<file path="src/rtl/fifo_axis_packer_pkg.sv">
`default_nettype none
// +----------------------------------------------------------------------------+
// | Package    : packer_pkg                                                     |
// | Purpose    : Shared constants and helpers for the FIFO-to-AXI4-Stream      |
// |              byte packer (fifo_axis_packer and its output register).       |
// | Contents   : default geometry (IN_W, LANES, FRAME_LEN), counter widths,    |
// |              keep_mask() helper producing a low-aligned tkeep pattern.     |
// | Revision   : 1.0 - initial release                                         |
// +----------------------------------------------------------------------------+
package packer_pkg;

   localparam int DEF_IN_W      = 8;
   localparam int DEF_LANES     = 4;
   localparam int DEF_FRAME_LEN = 1024;

   // Frame byte counter width; FRAME_LEN may be anything from 1 to 2^20-1.
   localparam int FRAME_CNT_W   = 20;

   // Width of the optional statistics counters.
   localparam int STAT_W        = 16;

   // Largest lane count the keep helper can describe.
   localparam int MAX_LANES     = 64;

   // Returns 'count' ones packed at the bottom: the tkeep for a beat whose
   // first 'count' lanes carry bytes. Callers slice the low LANES bits.
   function automatic logic [MAX_LANES-1:0] keep_mask(input int count);
      logic [MAX_LANES-1:0] m;
      m = '0;
      for (int i = 0; i < MAX_LANES; i++) begin
         if (i < count) begin
            m[i] = 1'b1;
         end
      end
      return m;
   endfunction

endpackage
`default_nettype wire

</file>
<file path="src/rtl/fifo_axis_packer_if.sv">
`default_nettype none
// +----------------------------------------------------------------------------+
// | Interface  : fifo_axis_packer_if                                           |
// | Purpose    : Bundles the byte-FIFO pop port and the AXI4-Stream master     |
// |              port of the packer.                                           |
// | Signals    : fifo_valid, fifo_data, fifo_enr      (FIFO side)              |
// |              m_tdata, m_tkeep, m_tlast, m_tvalid, m_tready (stream side)   |
// | Modports   : master - the packer (pops FIFO, drives the stream)            |
// |              slave  - the environment (FIFO model and stream sink)         |
// | Revision   : 1.0 - initial release                                         |
// +----------------------------------------------------------------------------+
interface fifo_axis_packer_if #(
   parameter int IN_W  = 8,
   parameter int LANES = 4
);

   logic                  fifo_valid;
   logic [IN_W-1:0]       fifo_data;
   logic                  fifo_enr;

   logic [LANES*IN_W-1:0] m_tdata;
   logic [LANES-1:0]      m_tkeep;
   logic                  m_tlast;
   logic                  m_tvalid;
   logic                  m_tready;

   modport master (
      input  fifo_valid,
      input  fifo_data,
      output fifo_enr,
      output m_tdata,
      output m_tkeep,
      output m_tlast,
      output m_tvalid,
      input  m_tready
   );

   modport slave (
      output fifo_valid,
      output fifo_data,
      input  fifo_enr,
      input  m_tdata,
      input  m_tkeep,
      input  m_tlast,
      input  m_tvalid,
      output m_tready
   );

endinterface
`default_nettype wire

</file>
<file path="src/rtl/fifo_axis_packer_out_reg.sv">
`default_nettype none
// +----------------------------------------------------------------------------+
// | Module     : axis_out_reg                                                  |
// | Purpose    : Single-entry AXI4-Stream output register. Holds a beat stable |
// |              while the sink stalls; accepts a new beat whenever it is      |
// |              empty or its current beat is draining this cycle.             |
// | Ports      : clk, rst            - clock, synchronous active-high reset    |
// |              load, load_*        - new beat from the producer              |
// |              can_load            - register can take a beat this cycle     |
// |              tdata/tkeep/tlast/tvalid, tready - stream master port         |
// | Revision   : 1.0 - initial release                                         |
// +----------------------------------------------------------------------------+
module axis_out_reg #(
   parameter int DATA_W = 32,
   parameter int KEEP_W = 4
) (
   input  wire               clk,
   input  wire               rst,
   input  wire               load,
   input  wire  [DATA_W-1:0] load_data,
   input  wire  [KEEP_W-1:0] load_keep,
   input  wire               load_last,
   output logic              can_load,
   output logic [DATA_W-1:0] tdata,
   output logic [KEEP_W-1:0] tkeep,
   output logic              tlast,
   output logic              tvalid,
   input  wire               tready
);

   // Depends on tready only toward the producer; tvalid itself is a flop.
   assign can_load = !tvalid || tready;

   always_ff @(posedge clk) begin
      if (rst) begin
         tdata  <= '0;
         tkeep  <= '0;
         tlast  <= 1'b0;
         tvalid <= 1'b0;
      end else if (load) begin
         // Covers both an empty register and a back-to-back replace.
         tdata  <= load_data;
         tkeep  <= load_keep;
         tlast  <= load_last;
         tvalid <= 1'b1;
      end else if (tvalid && tready) begin
         tvalid <= 1'b0;
      end
   end

endmodule
`default_nettype wire

</file>
<file path="src/rtl/fifo_axis_packer.sv">
`default_nettype none
// +----------------------------------------------------------------------------+
// | Module     : fifo_axis_packer                                              |
// | Purpose    : Pops IN_W-bit pixels from the byte FIFO and packs LANES of    |
// |              them per AXI4-Stream beat. Frames of FRAME_LEN bytes end on   |
// |              a tlast beat whose tkeep marks the filled lanes; frames never |
// |              share a beat. Sustains one pop per cycle while tready is high.|
// | Ports      : clk, rst - clock, synchronous active-high reset               |
// |              bus      - fifo_axis_packer_if.master (FIFO pop + stream out) |
// |              stat_frames, stat_stalls - only with PACKER_STATS_EN          |
// | Options    : PACKER_STATS_EN - adds frame (wrapping) and stall (saturating)|
// |              counters.                                                     |
// | Revision   : 1.0 - initial release                                         |
// +----------------------------------------------------------------------------+
module fifo_axis_packer
   import packer_pkg::*;
#(
   parameter int IN_W      = DEF_IN_W,
   parameter int LANES     = DEF_LANES,
   parameter int FRAME_LEN = DEF_FRAME_LEN
) (
   input  wire                clk,
   input  wire                rst,
   fifo_axis_packer_if.master bus
`ifdef PACKER_STATS_EN
   ,
   output logic [STAT_W-1:0]  stat_frames,
   output logic [STAT_W-1:0]  stat_stalls
`endif
);

   localparam int LANE_W = (LANES > 1) ? $clog2(LANES) : 1;
   localparam int OUT_W  = LANES * IN_W;

   localparam logic [LANE_W-1:0]      LAST_LANE = LANE_W'(LANES - 1);
   localparam logic [FRAME_CNT_W-1:0] LAST_BYTE = FRAME_CNT_W'(FRAME_LEN - 1);

   // Fill side: word under assembly, or a finished word parked behind a
   // stalled output register (r_fill_rdy).
   logic [LANE_W-1:0]      r_lane_idx;
   logic [FRAME_CNT_W-1:0] r_frame_cnt;
   logic [OUT_W-1:0]       r_fill;
   logic                   r_fill_rdy;
   logic [LANES-1:0]       r_fill_keep;
   logic                   r_fill_last;

   logic                   w_enr;
   logic                   w_pop;
   logic                   w_frame_end;
   logic                   w_done;
   logic                   w_out_free;
   logic                   w_stall;
   logic                   w_load;
   logic                   w_park;
   logic [OUT_W-1:0]       w_word;
   logic [MAX_LANES-1:0]   w_mask;
   logic [LANES-1:0]       w_keep_new;
   logic [OUT_W-1:0]       w_load_data;
   logic [LANES-1:0]       w_load_keep;
   logic                   w_load_last;
   logic [OUT_W-1:0]       w_tdata;
   logic [LANES-1:0]       w_tkeep;
   logic                   w_tlast;
   logic                   w_tvalid;

   // Only a parked word facing a blocked output stops popping; a word
   // finishing this cycle can always go straight out or be parked.
   assign w_stall     = r_fill_rdy && !w_out_free;
   assign w_enr       = bus.fifo_valid && !w_stall && !rst;
   assign w_pop       = w_enr && bus.fifo_valid;
   assign bus.fifo_enr = w_enr;

   assign w_frame_end = (r_frame_cnt == LAST_BYTE);
   assign w_done      = w_pop && ((r_lane_idx == LAST_LANE) || w_frame_end);

   // A parked word always has priority; otherwise a word completing now is
   // loaded in the same cycle as its last pop.
   assign w_load      = (r_fill_rdy || w_done) && w_out_free;
   assign w_park      = w_done && (r_fill_rdy || !w_out_free);

   assign w_mask      = keep_mask(int'(r_lane_idx) + 1);
   assign w_keep_new  = w_mask[LANES-1:0];

   // Once the parked word leaves, new bytes start from an all-zero word so
   // unused lanes of a short final beat read as zero.
   always_comb begin
      w_word = r_fill_rdy ? '0 : r_fill;
      if (w_pop) begin
         w_word[int'(r_lane_idx)*IN_W +: IN_W] = bus.fifo_data;
      end
   end

   assign w_load_data = r_fill_rdy ? r_fill      : w_word;
   assign w_load_keep = r_fill_rdy ? r_fill_keep : w_keep_new;
   assign w_load_last = r_fill_rdy ? r_fill_last : w_frame_end;

   always_ff @(posedge clk) begin
      if (rst) begin
         r_lane_idx  <= '0;
         r_frame_cnt <= '0;
         r_fill      <= '0;
         r_fill_rdy  <= 1'b0;
         r_fill_keep <= '0;
         r_fill_last <= 1'b0;
      end else begin
         if (w_pop) begin
            r_lane_idx  <= w_done      ? '0 : r_lane_idx + 1'b1;
            r_frame_cnt <= w_frame_end ? '0 : r_frame_cnt + 1'b1;
         end
         if (!w_stall) begin
            if (w_park) begin
               r_fill      <= w_word;
               r_fill_rdy  <= 1'b1;
               r_fill_keep <= w_keep_new;
               r_fill_last <= w_frame_end;
            end else begin
               r_fill      <= w_done ? '0 : w_word;
               r_fill_rdy  <= 1'b0;
            end
         end
      end
   end

   axis_out_reg #(
      .DATA_W (OUT_W),
      .KEEP_W (LANES)
   ) u_out_reg (
      .clk       (clk),
      .rst       (rst),
      .load      (w_load),
      .load_data (w_load_data),
      .load_keep (w_load_keep),
      .load_last (w_load_last),
      .can_load  (w_out_free),
      .tdata     (w_tdata),
      .tkeep     (w_tkeep),
      .tlast     (w_tlast),
      .tvalid    (w_tvalid),
      .tready    (bus.m_tready)
   );

   assign bus.m_tdata  = w_tdata;
   assign bus.m_tkeep  = w_tkeep;
   assign bus.m_tlast  = w_tlast;
   assign bus.m_tvalid = w_tvalid;

`ifdef PACKER_STATS_EN
   always_ff @(posedge clk) begin
      if (rst) begin
         stat_frames <= '0;
         stat_stalls <= '0;
      end else begin
         if (w_tvalid && bus.m_tready && w_tlast) begin
            stat_frames <= stat_frames + 1'b1;
         end
         if (w_tvalid && !bus.m_tready && (stat_stalls != '1)) begin
            stat_stalls <= stat_stalls + 1'b1;
         end
      end
   end
`endif

endmodule
`default_nettype wire

</file>
<file path="src/flat_wrapper.sv">
// flat-port wrapper written by rule: the top's interface ports become plain ports
module fifo_axis_packer_flat import packer_pkg::*;
#(
   parameter int IN_W      = DEF_IN_W,
   parameter int LANES     = DEF_LANES,
   parameter int FRAME_LEN = DEF_FRAME_LEN
)
  (clk, rst, bus_fifo_valid, bus_fifo_data, bus_fifo_enr, bus_m_tdata, bus_m_tkeep, bus_m_tlast, bus_m_tvalid, bus_m_tready);
  fifo_axis_packer_if #(.IN_W(IN_W), .LANES(LANES)) bus_i ();
  input  wire clk;
  input  wire rst;
  input wire logic [$bits(bus_i.fifo_valid)-1:0] bus_fifo_valid;
  input wire logic [$bits(bus_i.fifo_data)-1:0] bus_fifo_data;
  output wire logic [$bits(bus_i.fifo_enr)-1:0] bus_fifo_enr;
  output wire logic [$bits(bus_i.m_tdata)-1:0] bus_m_tdata;
  output wire logic [$bits(bus_i.m_tkeep)-1:0] bus_m_tkeep;
  output wire logic [$bits(bus_i.m_tlast)-1:0] bus_m_tlast;
  output wire logic [$bits(bus_i.m_tvalid)-1:0] bus_m_tvalid;
  input wire logic [$bits(bus_i.m_tready)-1:0] bus_m_tready;
  assign bus_i.fifo_valid = bus_fifo_valid;
  assign bus_i.fifo_data = bus_fifo_data;
  assign bus_fifo_enr = bus_i.fifo_enr;
  assign bus_m_tdata = bus_i.m_tdata;
  assign bus_m_tkeep = bus_i.m_tkeep;
  assign bus_m_tlast = bus_i.m_tlast;
  assign bus_m_tvalid = bus_i.m_tvalid;
  assign bus_i.m_tready = bus_m_tready;
  fifo_axis_packer #(.IN_W(IN_W), .LANES(LANES), .FRAME_LEN(FRAME_LEN)) u_core (.clk(clk), .rst(rst), .bus(bus_i));
endmodule
</file>
<file path="config.mk">
export PLATFORM = sky130hd
export DESIGN_NAME = fifo_axis_packer_flat
export DESIGN_NICKNAME = d
export VERILOG_FILES = /design/src/rtl/fifo_axis_packer_pkg.sv /design/src/rtl/fifo_axis_packer_if.sv /design/src/rtl/fifo_axis_packer_out_reg.sv /design/src/rtl/fifo_axis_packer.sv /design/src/flat_wrapper.sv
export SDC_FILE = /design/constraint.sdc
export NUM_CORES = 1
export LEC_CHECK = 0
export ABC_CLOCK_PERIOD_IN_PS = 2600
export BUFFER_PORTS_ARGS = -buffer_cell sky130_fd_sc_hd__buf_4
export CAP_MARGIN = 20
export CORE_AREA = 3 3 94 96
export CTS_CLUSTER_SIZE = 28
export DETAILED_ROUTE_END_ITERATION = 8
export DIE_AREA = 0 0 97 99
export PLACE_DENSITY = 0.79
export SETUP_SLACK_MARGIN = 0.3
export SLEW_MARGIN = 20
export SYNTH_ARGS = -nofsm -noshare
export SYNTH_HDL_FRONTEND = slang
export SYNTH_SLANG_ARGS = --single-unit
export TNS_END_PERCENT = 30
</file>
<file path="constraint.sdc">
create_clock -name clk -period 2.6 [get_ports clk]
set_input_delay 0.13 -clock clk [delete_from_list [all_inputs] [get_ports clk]]
set_output_delay 0.13 -clock clk [all_outputs]
set_load 0.03 [all_outputs]
</file>
* Word-level counts from Yosys, hierarchy flattened
Cells that the tools add are included.
** Operators by class
- $add $sub $neg :: 4
- Order comparisons :: 4
- Equal/unequal tests :: 2
- Shift-type cells :: 2
- Multiplexer cells :: 17
- Bitwise gates (word level) :: 1
- Reduce and logical (&&, ||, !) cells :: 18
** Operators with widths (count)
- $mux 32 :: 5
- $lt 3x32->1 const A :: 2
- $neg 5->33 :: 1
- $shift 8x33->32 const A :: 1
- $shiftx 8x33->32 :: 1
- $bwmux 32 :: 1
- $lt 1x32->1 const A :: 1
- $lt 2x32->1 const A :: 1
- $add 20x1->20 const B :: 1
- $eq 20x10->1 const B :: 1
- $mux 20 :: 1
- $logic_and 1x1->1 :: 8
- $mux 1 :: 8
- $logic_not 1->1 :: 4
- $logic_or 1x1->1 :: 4
- $mux 4 :: 1
- $add 2x1->3 const B :: 1
- $add 2x1->2 const B :: 1
- $eq 2x2->1 const B :: 1
- $mux 2 :: 1
- $reduce_and 2->1 :: 1
- $reduce_bool 2->1 :: 1
- $not 1->1 :: 1
** Word-level totals
- Register bits :: 98
- Output and inout bits :: 39
- Word-level logic and storage cells :: 58

* Depth between registers and ports, before layout
- Depth after elaboration :: 12
- Mapped depth :: 11

* By module
From an unflattened synthesis, not the netlist that was laid out.
** Unflattened totals
- Cells, all modules :: 500
- Area total of the unflattened synthesis :: 4556.9 um2
** Modules (own cells, without submodules)
- fifo_axis_packer :: instances 1, cells an instance 377, area each 3195.6 um2
- axis_out_reg :: instances 1, cells an instance 123, area each 1361.3 um2

* Least setup slack after synthesis
OpenSTA, ideal clock, no wires.
- Kind :: reg-to-reg
- Start point :: register u_core.r_lane_idx[0]
- End point :: register u_core.r_fill[0]
- Arrival :: 2.287 ns
- Setup slack :: 0.253 ns
- Stages on the path, launching flop included :: 8
- Path through :: dfxtp_1 clkbuf_1 inv_1 ha_1 nor3b_1 nand2_1 a21oi_1 a22o_1
** Between the ends
- Longest elaborated chain between the ends :: 6
- Elaborated cells on any way between the ends :: 11
- Those cells by class :: 1 x add/sub; 1 x eq/ne; 2 x shift; 4 x mux; 3 x reduce/logical
** RTL lines
- from (decl) :: line fifo_axis_packer.sv:40 : logic [LANE_W-1:0] r_lane_idx;
- from (signal assigned) :: line fifo_axis_packer.sv:107 : r_lane_idx <= w_done ? '0 : r_lane_idx + 1'b1;
- $neg 5->33 :: line fifo_axis_packer.sv:89 : w_word[int'(r_lane_idx)*IN_W +: IN_W] = bus.fifo_data;
- $shiftx 8x33->32 or $shift 8x33->32 (tied branches) :: line fifo_axis_packer.sv:89
- $bwmux 32 :: line fifo_axis_packer.sv:89
- $mux 32 :: line fifo_axis_packer.sv:88 : if (w_pop) begin
- $mux 32 :: line fifo_axis_packer.sv:117 : r_fill <= w_done ? '0 : w_word;
- $mux 32 * :: line fifo_axis_packer.sv:111 : if (w_park) begin
- to (signal assigned) :: line fifo_axis_packer.sv:112 : r_fill <= w_word;
- to (signal assigned) :: line fifo_axis_packer.sv:117
- to (decl) :: line fifo_axis_packer.sv:42 : logic [OUT_W-1:0] r_fill;
Every way passes the cells marked *; elsewhere a longest branch is shown, timed or not.
A chain may end at the register's enable or synchronous reset.

* Worst setup path after layout
- Start point :: register u_core.r_frame_cnt[0]
- End point :: register u_core.u_out_reg.tdata[6]
** Between the ends
- Longest elaborated chain between the ends :: 5
** RTL lines
- from (decl) :: line fifo_axis_packer.sv:41 : logic [FRAME_CNT_W-1:0] r_frame_cnt;
- from (signal assigned) :: line fifo_axis_packer.sv:108 : r_frame_cnt <= w_frame_end ? '0 : r_frame_cnt + 1'b1;
- $eq 20x10->1 :: line fifo_axis_packer.sv:73 : assign w_frame_end = (r_frame_cnt == LAST_BYTE);
- $logic_or 1x1->1 :: line fifo_axis_packer.sv:74 : assign w_done = w_pop && ((r_lane_idx == LAST_LANE) || w_frame_end);
- $logic_and 1x1->1 :: line fifo_axis_packer.sv:74
- $logic_or 1x1->1 :: line fifo_axis_packer.sv:78 : assign w_load = (r_fill_rdy || w_done) && w_out_free;
- $logic_and 1x1->1 :: line fifo_axis_packer.sv:78
- to (signal assigned) :: line fifo_axis_packer_out_reg.sv:42 : tdata <= load_data;
- to (decl) :: line fifo_axis_packer_out_reg.sv:24 : output logic [DATA_W-1:0] tdata,
No other way between the ends.

==> metrics.log <==
[metrics] half-perimeter wire length after placement: between 8000 and 9000 um
[metrics] Pwr Density: between 500 and 600 nW/um2
[metrics] placed cells: ~680
[metrics] number of instances in the synthesized netlist: ~560
[metrics] Final TNS setup: 0 ps
[metrics] portion of the post-synthesis area used by sequential elements: 0.415
[metrics] series of cell instances along the critical path: ha_2 -> and4_4 -> nand4_1 -> o41ai_4 -> buf_4 -> buf_12 -> nor2_1 -> a311oi_1
[metrics] required time at the endpoint of the critical path: between 2000 and 3000 ps
[metrics] Final Hold Vio Count: 0
[metrics] ratio of final minimum period to clock period: 0.867
[metrics] result of the run: completed
[metrics] arrival time at the worst endpoint: approximately 2500 ps
[metrics] number of DRC markers in iteration 0: around 300
[metrics] Max Slew Vio Count: 0
[metrics] synthesis-stage register bit count: 98
[metrics] most used flip-flop cell after synthesis: dfxtp_1
[metrics] Post-Synthesis Net Count: between 500 and 600
[metrics] CP Buf/Inv Count: 2
[metrics] kind of cell adding the most delay to the critical path: compound AO/OA/AOI/OAI gates
[metrics] worst-case reg-to-reg path depth: 8
[metrics] source of the worst register-to-register timing path: u_core.r_frame_cnt[0]
[metrics] ratio of routed vias to standard cells: 6.23
[metrics] Synth Area per Inst: 8.50 um2
[metrics] Core Box Area: approximately 8100 um2
[metrics] total standard cell area after synthesis: 4730 um2
[metrics] Detailed Routing Iterations Pass 1: 6
[metrics] number of diodes: 0
[metrics] maximum operating frequency: 444 MHz
[metrics] TritonCTS buffer count: 9
[metrics] first-pass GRT wire length: roughly 19000 um
[metrics] via count: roughly 4400
[metrics] measured slew at the worst slew-check pin: about 790 ps
[metrics] Port Buffer Count: 50
[metrics] Clock Sink Count: a little under 100
[metrics] number of global-route vias before repair: about 3800
[metrics] post-synthesis cell type count: 54
[metrics] cell depth of the worst hold path: 3
[metrics] final weighted congestion in routability-driven placement: a little under 0.9
[metrics] instance count on the critical path: 8
[metrics] gr usage total: 0.242
[metrics] critical setup path kind: register to register
[metrics] number of levels the H-tree was split into: 3
[metrics] Critical Path Source: u_core.r_frame_cnt[0]
[metrics] highest ir drop seen on vdd: about 280 uV
[metrics] final-stage net count: roughly 620
[metrics] yosys synthesis warning count: 0
[metrics] Final Non-Filler Cells: approximately 700
[metrics] Clock Pin Slew Worst Setup and Hold Paths: 100 ps
[metrics] maximum number of buffers from clock root to sink: 2
[metrics] Finish-stage setup viols: 0
[metrics] startpoint types: register
[metrics] flop2flop setup slack: ~350 ps
[metrics] Post-synth ARST share: 0
[metrics] Worst Setup Slack post-DPL: around 340 ps
[metrics] starting density of the core: 0.582
[metrics] clock tree from TritonCTS: yes
[metrics] worst setup path endpoint: u_core.u_out_reg.tdata[6]
[metrics] cts hold-fix bufs: 0
[metrics] number of DRC violations after detailed routing: 0
[metrics] final worst path period need: 2250 ps
[metrics] unrepaired setup endpoints after global routing: yes
[metrics] floorplan die area: about 9600 um2
[metrics] worst setup margin: approximately 350 ps
[metrics] overflow left after global routing: 0
[metrics] max_cap viols: 0
[metrics] area added between synthesis and finish: 17.2%
[metrics] CP Max Fanout: 16
[metrics] chip height: around 99 um
[metrics] leakage power total: around 0.002 uW
[metrics] Core Rows: 33
[metrics] per-cell routed wire length: 17.0 um
[metrics] fraction of layout instances using a drive strength above 1: 0.187
[metrics] EDFF count, synth: 0
[metrics] Largest stage delay, worst path: around 500 ps
[metrics] capturing element type of the critical path: register
[metrics] fill cell total of the finished layout: between 600 and 700
[metrics] worst reg2reg path endpoint: u_core.u_out_reg.tdata[6]
[metrics] final core utilization: 0.682
[metrics] overall die width: 97 um
[metrics] worst-case headroom to the max-slew limit: 0.473
[metrics] total wirelength of the detailed-routed design: 12000 um
[metrics] cell type of the slowest stage on the worst timing path: o41ai_4
[metrics] clk_skew: 13.1 ps
[metrics] IO Count: 51
[metrics] pin count of the biggest net entering global routing: 65
[metrics] Worst Hold Class: input pin to register
[metrics] CTS Root Buffer Type: clkbuf_8
[metrics] number of nets with antenna violations after routing: 0
[metrics] initial antenna violation count: 0
[metrics] clock latency of the later-clocked register in the worst-skew pair: about 370 ps
-- state kept, by name, indices dropped and copies added (netlist names) --
register	cells
u_core.u_out_reg.tdata	32
u_core.u_out_reg.tvalid	1
u_core.r_frame_cnt	20
u_core.r_lane_idx	2
u_core.r_fill_rdy	1
u_core.r_fill_last	1
u_core.r_fill_keep	4
u_core.u_out_reg.tlast	1
u_core.u_out_reg.tkeep	4
u_core.r_fill	32
-- Yosys cell counts (all sizes together), types with 10 or more instances --
library cell,n,area share
dfxtp,98,0.41
nor2,68,0.054
nand2,46,0.036
clkbuf,29,0.023
nand3,24,0.025
nand4,19,0.025
a21oi,18,0.019
buf,17,0.017
inv,17,0.013
a311oi,15,0.028
a211oi,14,0.022
a22o,14,0.026
a22oi,14,0.022
nor3,13,0.015
and2,12,0.016
nand2b,12,0.016
o21ai,12,0.013
xor2,12,0.022
nand3b,10,0.016
-- stage by stage --
stage | area [um2] | total power [uW] | hold WS, ps
finish | 5540 | 2850 | 68.7
global route | 5540 | 2940 | 61.3
CTS | 5410 | 2850 | 56.2
detailed placement | 5200 | 1800 | 441
global placement | 5200 | 1800 | 431
floorplan | 4740 | 1720 | 417
-- worst register-to-register path, delay by kind of cell, from the launching register on --
kind / cells / cell delay (ps)
adders and majority gates: 1 / 200
and+or+nand+nor: 3 / 550
buffers and inverters: 2 / 350
AOI/OAI and AO/OA: 2 / 720
DFF: 1 / 370
-- kinds of logic (layout without fill, tap and decap cells) --
| family | count (synthesis) | in the layout | share of synthesized area |
|---|---|---|---|
| adders and majority gates | 7 | 7 | 0.0185 |
| and+or+nand+nor | 232 | 232 | 0.250 |
| DFF | 98 | 98 | 0.415 |
| xor gates and xnor gates | 20 | 20 | 0.0370 |
| AOI/OAI and AO/OA | 135 | 135 | 0.222 |
| buffers and inverters | 63 | 110 | 0.0539 |
| muxes | 2 | 2 | 0.00423 |
-- cell usage in the layout, fill, tap and decap left out, types with 14 or more instances in the layout --
cell type / count
nand3_1: 24
a22oi_1: 14
nor2_1: 68
buf_4: 75
nand2_1: 46
dfxtp_1: 95
inv_1: 17
a21oi_1: 17
a311oi_1: 15
a211oi_1: 14
a22o_1: 14
nand4_1: 19
-- report_power, final --
group	internal [uW]	switching (uW)	leakage (uW)	total, uW
combinational	84.0	159	0.00107	243
sequential	1520	14.5	0.000792	1530
clock	542	529	0.000106	1070
total	2140	702	0.00197	2850
-- layer usage --
| metal | up-vias | global-route usage | part of all wire |
|---|---|---|---|
| li1 | 2122 | - | - |
| met1 | 2094 | 0.337 | 0.44 |
| met2 | 184 | 0.383 | 0.47 |
| met3 | 16 | 0.0410 | 0.078 |
| met4 | 0 | 0.0821 | 0.013 |
| met5 | - | 0 | 0 |
-- worst min path at each step --
stage / from / endpoint / slack, ps
after floorplan: bus_fifo_valid / u_core.r_fill[30] / 420
after global placement: bus_fifo_data[7] / u_core.r_fill[31] / 430
after detailed placement: bus_fifo_data[0] / u_core.r_fill[24] / 440
after CTS: bus_fifo_data[0] / u_core.r_fill[24] / 60
after global routing: bus_fifo_data[0] / u_core.r_fill[24] / 60
final: bus_fifo_data[0] / u_core.r_fill[24] / 70
-- timing repair --
item,in CTS,in global routing
hold endpoints to repair,0,0
endpoints found under the setup margin,0,54
setup buffers,0,8
gates resized for setup,0,15
-- layout make-up --
| type | count | area, um2 | area share |
|---|---|---|---|
| multi-input cells | 396 | 2540 | 0.459 |
| well taps | 105 | 131 | 0.0237 |
| clock inverters | 6 | 90.1 | 0.0162 |
| flip-flops and latches | 98 | 1970 | 0.355 |
| clock buffers | 9 | 124 | 0.0223 |
| repair buffers | 78 | 623 | 0.112 |
| inverters | 17 | 63.8 | 0.0115 |
Power figures use the tool's default switching activity.
